`src/rtl/video_sig_gen.sv`:
```
// Raster timing master (1024x768@60 by default): counters, sync/blank decodes, frame counter,
// and a return-path delay line that lines syncs and blanking up with the pixel pipeline output.
module video_sig_gen #(
  parameter int ACTIVE_H    = 1024,
  parameter int H_FP        = 24,
  parameter int H_SYNC      = 136,
  parameter int H_BP        = 160,
  parameter int ACTIVE_V    = 768,
  parameter int V_FP        = 3,
  parameter int V_SYNC      = 6,
  parameter int V_BP        = 29,
  parameter int FPS         = 60,
  parameter int PIPE_STAGES = 4
) (
  input  logic        clk_in,
  input  logic        rst_in,
  input  logic [11:0] pixel_in,
  output logic [10:0] hcount_out,
  output logic [9:0]  vcount_out,
  output logic        hs_out,
  output logic        vs_out,
  output logic        ad_out,
  output logic        nf_out,
  output logic [5:0]  fc_out,
  output logic        hs_d_out,
  output logic        vs_d_out,
  output logic        ad_d_out,
  output logic [11:0] rgb_out
);

  localparam int H_TOTAL = ACTIVE_H + H_FP + H_SYNC + H_BP;
  localparam int V_TOTAL = ACTIVE_V + V_FP + V_SYNC + V_BP;

  if (H_TOTAL > 2048) begin : g_h_total_too_big
    $error("video_sig_gen: H_TOTAL does not fit an 11-bit hcount");
  end
  if (V_TOTAL > 1024) begin : g_v_total_too_big
    $error("video_sig_gen: V_TOTAL does not fit a 10-bit vcount");
  end
  if (FPS < 1 || FPS > 64) begin : g_fps_bad
    $error("video_sig_gen: FPS does not fit a 6-bit frame counter");
  end

  localparam logic [10:0] H_LAST   = 11'(H_TOTAL - 1);
  localparam logic [10:0] H_ACT    = 11'(ACTIVE_H);
  localparam logic [10:0] HS_FIRST = 11'(ACTIVE_H + H_FP);
  localparam logic [10:0] HS_LAST  = 11'(ACTIVE_H + H_FP + H_SYNC - 1);
  localparam logic [9:0]  V_LAST   = 10'(V_TOTAL - 1);
  localparam logic [9:0]  V_ACT    = 10'(ACTIVE_V);
  localparam logic [9:0]  VS_FIRST = 10'(ACTIVE_V + V_FP);
  localparam logic [9:0]  VS_LAST  = 10'(ACTIVE_V + V_FP + V_SYNC - 1);
  localparam logic [5:0]  FC_LAST  = 6'(FPS - 1);

  logic        run_q;
  logic [10:0] hcount_q, hcount_d;
  logic [9:0]  vcount_q, vcount_d;
  logic        hs_q, hs_d, vs_q, vs_d, ad_q, ad_d, nf_q, nf_d;
  logic [5:0]  fc_q, fc_d;

  // Reset release synchronizer: counting begins the edge after this flop rises.
  always_ff @(posedge clk_in or negedge rst_in) begin
    if (!rst_in) begin
      run_q <= 1'b0;
    end else begin
      run_q <= 1'b1;
    end
  end

  // Next counter values; decodes use them so every decode matches the count it ships with.
  always_comb begin
    hcount_d = hcount_q;
    vcount_d = vcount_q;
    if (run_q) begin
      if (hcount_q == H_LAST) begin
        hcount_d = 11'd0;
        if (vcount_q == V_LAST) begin
          vcount_d = 10'd0;
        end else begin
          vcount_d = vcount_q + 10'd1;
        end
      end else begin
        hcount_d = hcount_q + 11'd1;
        vcount_d = vcount_q;
      end
    end else begin
      hcount_d = hcount_q;
      vcount_d = vcount_q;
    end
    ad_d = (hcount_d < H_ACT) && (vcount_d < V_ACT);
    hs_d = !((hcount_d >= HS_FIRST) && (hcount_d <= HS_LAST));
    vs_d = !((vcount_d >= VS_FIRST) && (vcount_d <= VS_LAST));
    nf_d = run_q && (hcount_d == H_ACT) && (vcount_d == V_ACT);
    if (nf_d) begin
      fc_d = (fc_q == FC_LAST) ? 6'd0 : fc_q + 6'd1;
    end else begin
      fc_d = fc_q;
    end
  end

  // Raster state and decode registers.
  always_ff @(posedge clk_in or negedge rst_in) begin
    if (!rst_in) begin
      hcount_q <= 11'd0;
      vcount_q <= 10'd0;
      hs_q     <= 1'b1;
      vs_q     <= 1'b1;
      ad_q     <= 1'b1;
      nf_q     <= 1'b0;
      fc_q     <= 6'd0;
    end else begin
      hcount_q <= hcount_d;
      vcount_q <= vcount_d;
      hs_q     <= hs_d;
      vs_q     <= vs_d;
      ad_q     <= ad_d;
      nf_q     <= nf_d;
      fc_q     <= fc_d;
    end
  end

  // Delay line: bit i holds the decode from i+1 cycles ago; ad_tap_s lines up with pixel_in.
  logic [PIPE_STAGES:0] hs_sr_q, vs_sr_q, ad_sr_q;
  logic [PIPE_STAGES:0] hs_shift_s, vs_shift_s, ad_shift_s;
  logic                 ad_tap_s;
  logic [11:0]          rgb_q;

  if (PIPE_STAGES == 0) begin : g_no_pipe
    assign hs_shift_s = hs_q;
    assign vs_shift_s = vs_q;
    assign ad_shift_s = ad_q;
    assign ad_tap_s   = ad_q;
  end else begin : g_pipe
    assign hs_shift_s = {hs_sr_q[PIPE_STAGES-1:0], hs_q};
    assign vs_shift_s = {vs_sr_q[PIPE_STAGES-1:0], vs_q};
    assign ad_shift_s = {ad_sr_q[PIPE_STAGES-1:0], ad_q};
    assign ad_tap_s   = ad_sr_q[PIPE_STAGES-1];
  end

  // Return path; the blanking mux keeps unknown pixels off rgb_out outside the active area.
  always_ff @(posedge clk_in or negedge rst_in) begin
    if (!rst_in) begin
      hs_sr_q <= {(PIPE_STAGES+1){1'b1}};
      vs_sr_q <= {(PIPE_STAGES+1){1'b1}};
      ad_sr_q <= {(PIPE_STAGES+1){1'b0}};
      rgb_q   <= 12'h000;
    end else begin
      hs_sr_q <= hs_shift_s;
      vs_sr_q <= vs_shift_s;
      ad_sr_q <= ad_shift_s;
      rgb_q   <= ad_tap_s ? pixel_in : 12'h000;
    end
  end

  assign hcount_out = hcount_q;
  assign vcount_out = vcount_q;
  assign hs_out     = hs_q;
  assign vs_out     = vs_q;
  assign ad_out     = ad_q;
  assign nf_out     = nf_q;
  assign fc_out     = fc_q;
  assign hs_d_out   = hs_sr_q[PIPE_STAGES];
  assign vs_d_out   = vs_sr_q[PIPE_STAGES];
  assign ad_d_out   = ad_sr_q[PIPE_STAGES];
  assign rgb_out    = rgb_q;

endmodule

```
`config.mk`:
```
export PLATFORM = sky130hd
export DESIGN_NAME = video_sig_gen
export DESIGN_NICKNAME = d
export VERILOG_FILES = /design/src/rtl/video_sig_gen.sv
export SDC_FILE = /design/constraint.sdc
export NUM_CORES = 1
export LEC_CHECK = 0
export BUFFER_PORTS_ARGS = -buffer_cell sky130_fd_sc_hd__buf_2
export CAP_MARGIN = 20
export CORE_UTILIZATION = 50
export DETAILED_ROUTE_END_ITERATION = 8
export HOLD_SLACK_MARGIN = 0.03
export PLACE_DENSITY_LB_ADDON = 0.3
export SYNTH_ARGS = -nofsm -noshare
export SYNTH_HDL_FRONTEND = slang
export SYNTH_SLANG_ARGS = --single-unit
```
`constraint.sdc`:
```
create_clock -name clk_in -period 5.65 [get_ports clk_in]
set_input_delay 1.4125 -clock clk_in [delete_from_list [all_inputs] [get_ports clk_in]]
set_output_delay 1.4125 -clock clk_in [all_outputs]
set_load 0.03 [all_outputs]
```
==> key figures <==
Outcome
  • Status: finished clean

Place
  • Port bufs: ~60
  • Routability congestion estimate from global placement: around 0.95
  • Dpl cell area: between 0.003 and 0.004 mm^2
  • Pre-CTS setup slack: ~2.5 ns
  • Post-DP HPWL: about 4000 um

Global routing
  • Tot GR Track Use: approximately 22%
  • Initial antenna violation count: 0
  • Number of global-route vias before repair: approximately 1,900
  • Largest net degree at the start of global routing: 60
  • GR Overflow Total: 0
  • First-pass GRT wire length: 9560 um

Setup path
  • Crit. End Element: register
  • WP depth: 7
  • Worst EP required: around 5.9 ns
  • Buf/Inv on CP: 0
  • Worst reg2reg path depth: 7
  • Most numerous cell on the critical path: or3_1
  • Reg-to-reg startpoint: hcount_out[6]
  • Crit Path Class: register to register
  • Worst path max stage delay: between 0.5 and 0.6 ns
  • Crit-path slowest cell: or4b_4
  • Kind of start point of the critical path: register
  • CP Max Fanout: 10
  • Critical path, cell by cell: or4b_4 > or3_1 > o21ai_2 > o211ai_1 > nand4bb_1 > or3_1 > mux2_4
  • CP delay by family, top: simple AND/OR/NAND/NOR gates
  • Crit path from: hcount_out[6]
  • Critical path destination: fc_out[0]
  • Setup slack, reg-to-reg: between 2 and 3 ns
  • Worst EP arrival: 3.38 ns
  • R2R Path End: fc_out[0]

Route
  • Initial DRC count: between 100 and 150
  • DR vias: ~2,100
  • WL per Instance: between 10 and 15 um
  • Detailed Route WL: between 5000 and 6000 um
  • TritonRoute pass-1 iters: 4
  • Antenna-violating nets left: 0
  • DRC Markers: 0
  • Drt via density: 5.50

Timing
  • # setup viols final: 0
  • Hold_ws: between 0.3 and 0.4 ns
  • Tmin final: roughly 3.1 ns
  • Fmax: between 0.3 and 0.4 GHz
  • Tightest Pin Transition: about 0.73 ns
  • Clock skew: around 0.0055 ns
  • Final Hold Vio Count: 0
  • Setup repair after global routing missed its margin: false
  • Period utilisation layout: 55.7%
  • Max-slew headroom: about half
  • Fin. max-slew vios: 0
  • Setup ws final: 2.51 ns
  • Setup TNS Final: 0 ns

Synthesis
  • Synth Net Count: 264
  • Mapped cell area: about 0.0028 mm^2
  • Synth Register Bits: between 50 and 60
  • Ys flop type: dfrtp_1
  • Unique masters post-synth: 59
  • Asr flop ratio synth: between 90% and 100%
  • EDFF count, synth: 0
  • Synth warnings: 0
  • Largest area contributor in the netlist: dfrtp_1
  • Syn avg cell area: roughly 11 um^2
  • Top cells by area, synth: dfrtp_1, dfstp_2, and2_1, xnor2_1, nand3_1
  • Register area share after synthesis: approximately 54%
  • Post-synth top area share: approximately 42%
  • Post-Synthesis Cells: 246

CTS
  • Hold buffer count at cts: 0
  • Worst-path clk slew: ~0.07 ns
  • Worst skew pair latency: ~0.34 ns
  • CTS root buf: clkbuf_8
  • CTS tree: built
  • Clock Path Buffers: 2
  • PostCTS Resize Cnt: 0
  • Clk sinks: 59
  • CTS Buf Count: 9
  • H-tree Lvls: 3
  • Postcts setup bufs: 0

Cells and area
  • # nets final: 322
  • Layout cells sized above 1: between 30% and 40%
  • Final Util: 63.3%
  • Multi-input gate area: 0.00118 mm^2
  • Area growth from synthesis to layout: 18.9%
  • Diodes inserted: 0
  • Sequential cell area: approximately 0.0015 mm^2
  • Fin area: 0.00329 mm^2
  • Fillers: 426

Floorplan
  • Starting Density: between 50 and 60%
  • Core area: roughly 0.0052 mm^2
  • Die area: around 0.0058 mm^2
  • Die X: 76.4 um
  • Std cell rows: 26
  • I/O Pins: 60
  • Die height: about 76 um

Min path
  • Hold path cells: 0
  • Min-Delay Path Class: register to register

Power
  • Static Leakage: 1.46 nW
  • Power Dens Cells: roughly 340 mW/mm^2
  • VDD IR max: 210 uV

Flow run
  • Max-capacitance violation count: 0
[routing by layer]
| metal | GRT usage, % | wire, um | part of all wire (%) | up-vias |
|---|---|---|---|---|
| met2 | 30.1 | 2500 | 44 | 79 |
| li1 | - | - | - | 1001 |
| met3 | 6.23 | 370 | 6.5 | 16 |
| met4 | 12.9 | 167 | 2.9 | 0 |
| met5 | 0 | 0 | 0 | - |
| met1 | 29.5 | 2630 | 46 | 987 |
[through the flow]
stage	total power [mW]	instances
floorplan	0.676	246
global placement	0.729	363
detailed placement	0.734	363
CTS	1.12	379
global route	1.16	379
finish	1.11	379
[how the worst min path moves through the flow]
| stage | start | endpoint | slack [ns] |
|---|---|---|---|
| 6_report | ad_sr_q[0] | ad_sr_q[1] | 0.35 |
| 5_1_grt | hs_sr_q[0] | hs_sr_q[1] | 0.35 |
| 4_1_cts | hs_sr_q[0] | hs_sr_q[1] | 0.35 |
| 3_5_place_dp | hs_sr_q[0] | hs_sr_q[1] | 0.35 |
| 3_3_place_gp | ad_sr_q[1] | ad_sr_q[2] | 0.33 |
| 2_1_floorplan | ad_sr_q[0] | ad_sr_q[1] | 0.33 |
[cells in the final DEF, fill, tap and decap left out, drive strengths merged, types with 2 or more instances in the layout]
cell type / synthesis / layout
ha: 4 / 4
buf: 5 / 60
nor4: 2 / 2
o211ai: 4 / 4
nor2b: 4 / 4
mux2: 4 / 4
or3: 2 / 2
and3: 4 / 4
nor3: 14 / 14
inv: 8 / 9
o32a: 2 / 2
nand3: 13 / 13
and4: 4 / 4
dfstp: 13 / 13
nand2: 13 / 13
o21ai: 9 / 9
clkinvlp: 0 / 2
clkbuf: 8 / 9
a31oi: 4 / 4
nor3b: 2 / 2
nand4b: 3 / 3
or4b: 2 / 2
nand2b: 2 / 2
nand4bb: 2 / 2
and2: 17 / 17
nor4b: 2 / 2
a21boi: 2 / 2
dfrtp: 46 / 46
clkinv: 0 / 3
nand3b: 2 / 2
xor2: 2 / 2
o31ai: 3 / 3
nor2: 11 / 11
nand4: 5 / 5
xnor2: 9 / 9
o41ai: 3 / 3
a21oi: 3 / 3
[report_power, final]
group	internal [mW]	switching, mW	leakage [nW]
Combinational	0.0855	0.135	0.657
Clock	0.205	0.174	0.0958
Sequential	0.451	0.0550	0.711
[state kept, by name (all words and copies together), names as in the netlist]
| register | cells |
|---|---|
| rgb_out | 12 |
| hcount_out | 11 |
| vcount_out | 10 |
| fc_out | 6 |
| ad_sr_q | 5 |
| hs_sr_q | 5 |
| vs_sr_q | 5 |
| ad_out | 1 |
| hs_out | 1 |
| nf_out | 1 |
| run_q | 1 |
| vs_out | 1 |
[cells in the mapped netlist (all sizes together), types with 2 or more instances]
library cell   n
clkbuf         8
nand2b         2
nor4           2
o41ai          3
nor4b          2
and4           4
xor2           2
or3            2
buf            5
ha             4
o211ai         4
a31oi          4
nor2b          4
o32a           2
nand3b         2
dfrtp         46
nand4bb        2
a21boi         2
and3           4
or4b           2
xnor2          9
nor3b          2
nand4b         3
o31ai          3
a21oi          3
mux2           4
nand3         13
and2          17
nand2         13
nor2          11
o21ai          9
dfstp         13
nand4          5
inv            8
nor3          14
[worst register-to-register path, delay by kind of cell (launching register included)]
| kind | cells | cell delay, ns |
|---|---|---|
| muxes | 1 | 0.33 |
| AOI/OAI and AO/OA | 2 | 0.34 |
| and+or+nand+nor | 4 | 1.89 |
| DFF | 1 | 0.47 |
[cell families (layout without fill, tap and decap cells)]
| kind of cell | Yosys count | count (layout) | share of synthesized area (%) |
|---|---|---|---|
| other cells | 1 | 1 | 0.135 |
| flops | 59 | 59 | 53.9 |
| simple gates | 107 | 107 | 24.5 |
| xor+xnor | 11 | 11 | 3.48 |
| buf+inv | 21 | 84 | 3.52 |
| compound gates | 38 | 38 | 10.3 |
| mux | 5 | 5 | 2.39 |
| fa+ha+maj | 4 | 4 | 1.81 |
[area by class of cell]
class	count	area share, %
clock inverter	7	2.32
timing repair buffer	60	9.19
clock buffer	9	3.76
multi-input combinational	166	35.8
inverter	8	0.912
sequential	59	45.3
tap	70	2.66
(Power assumes the default switching activity.)
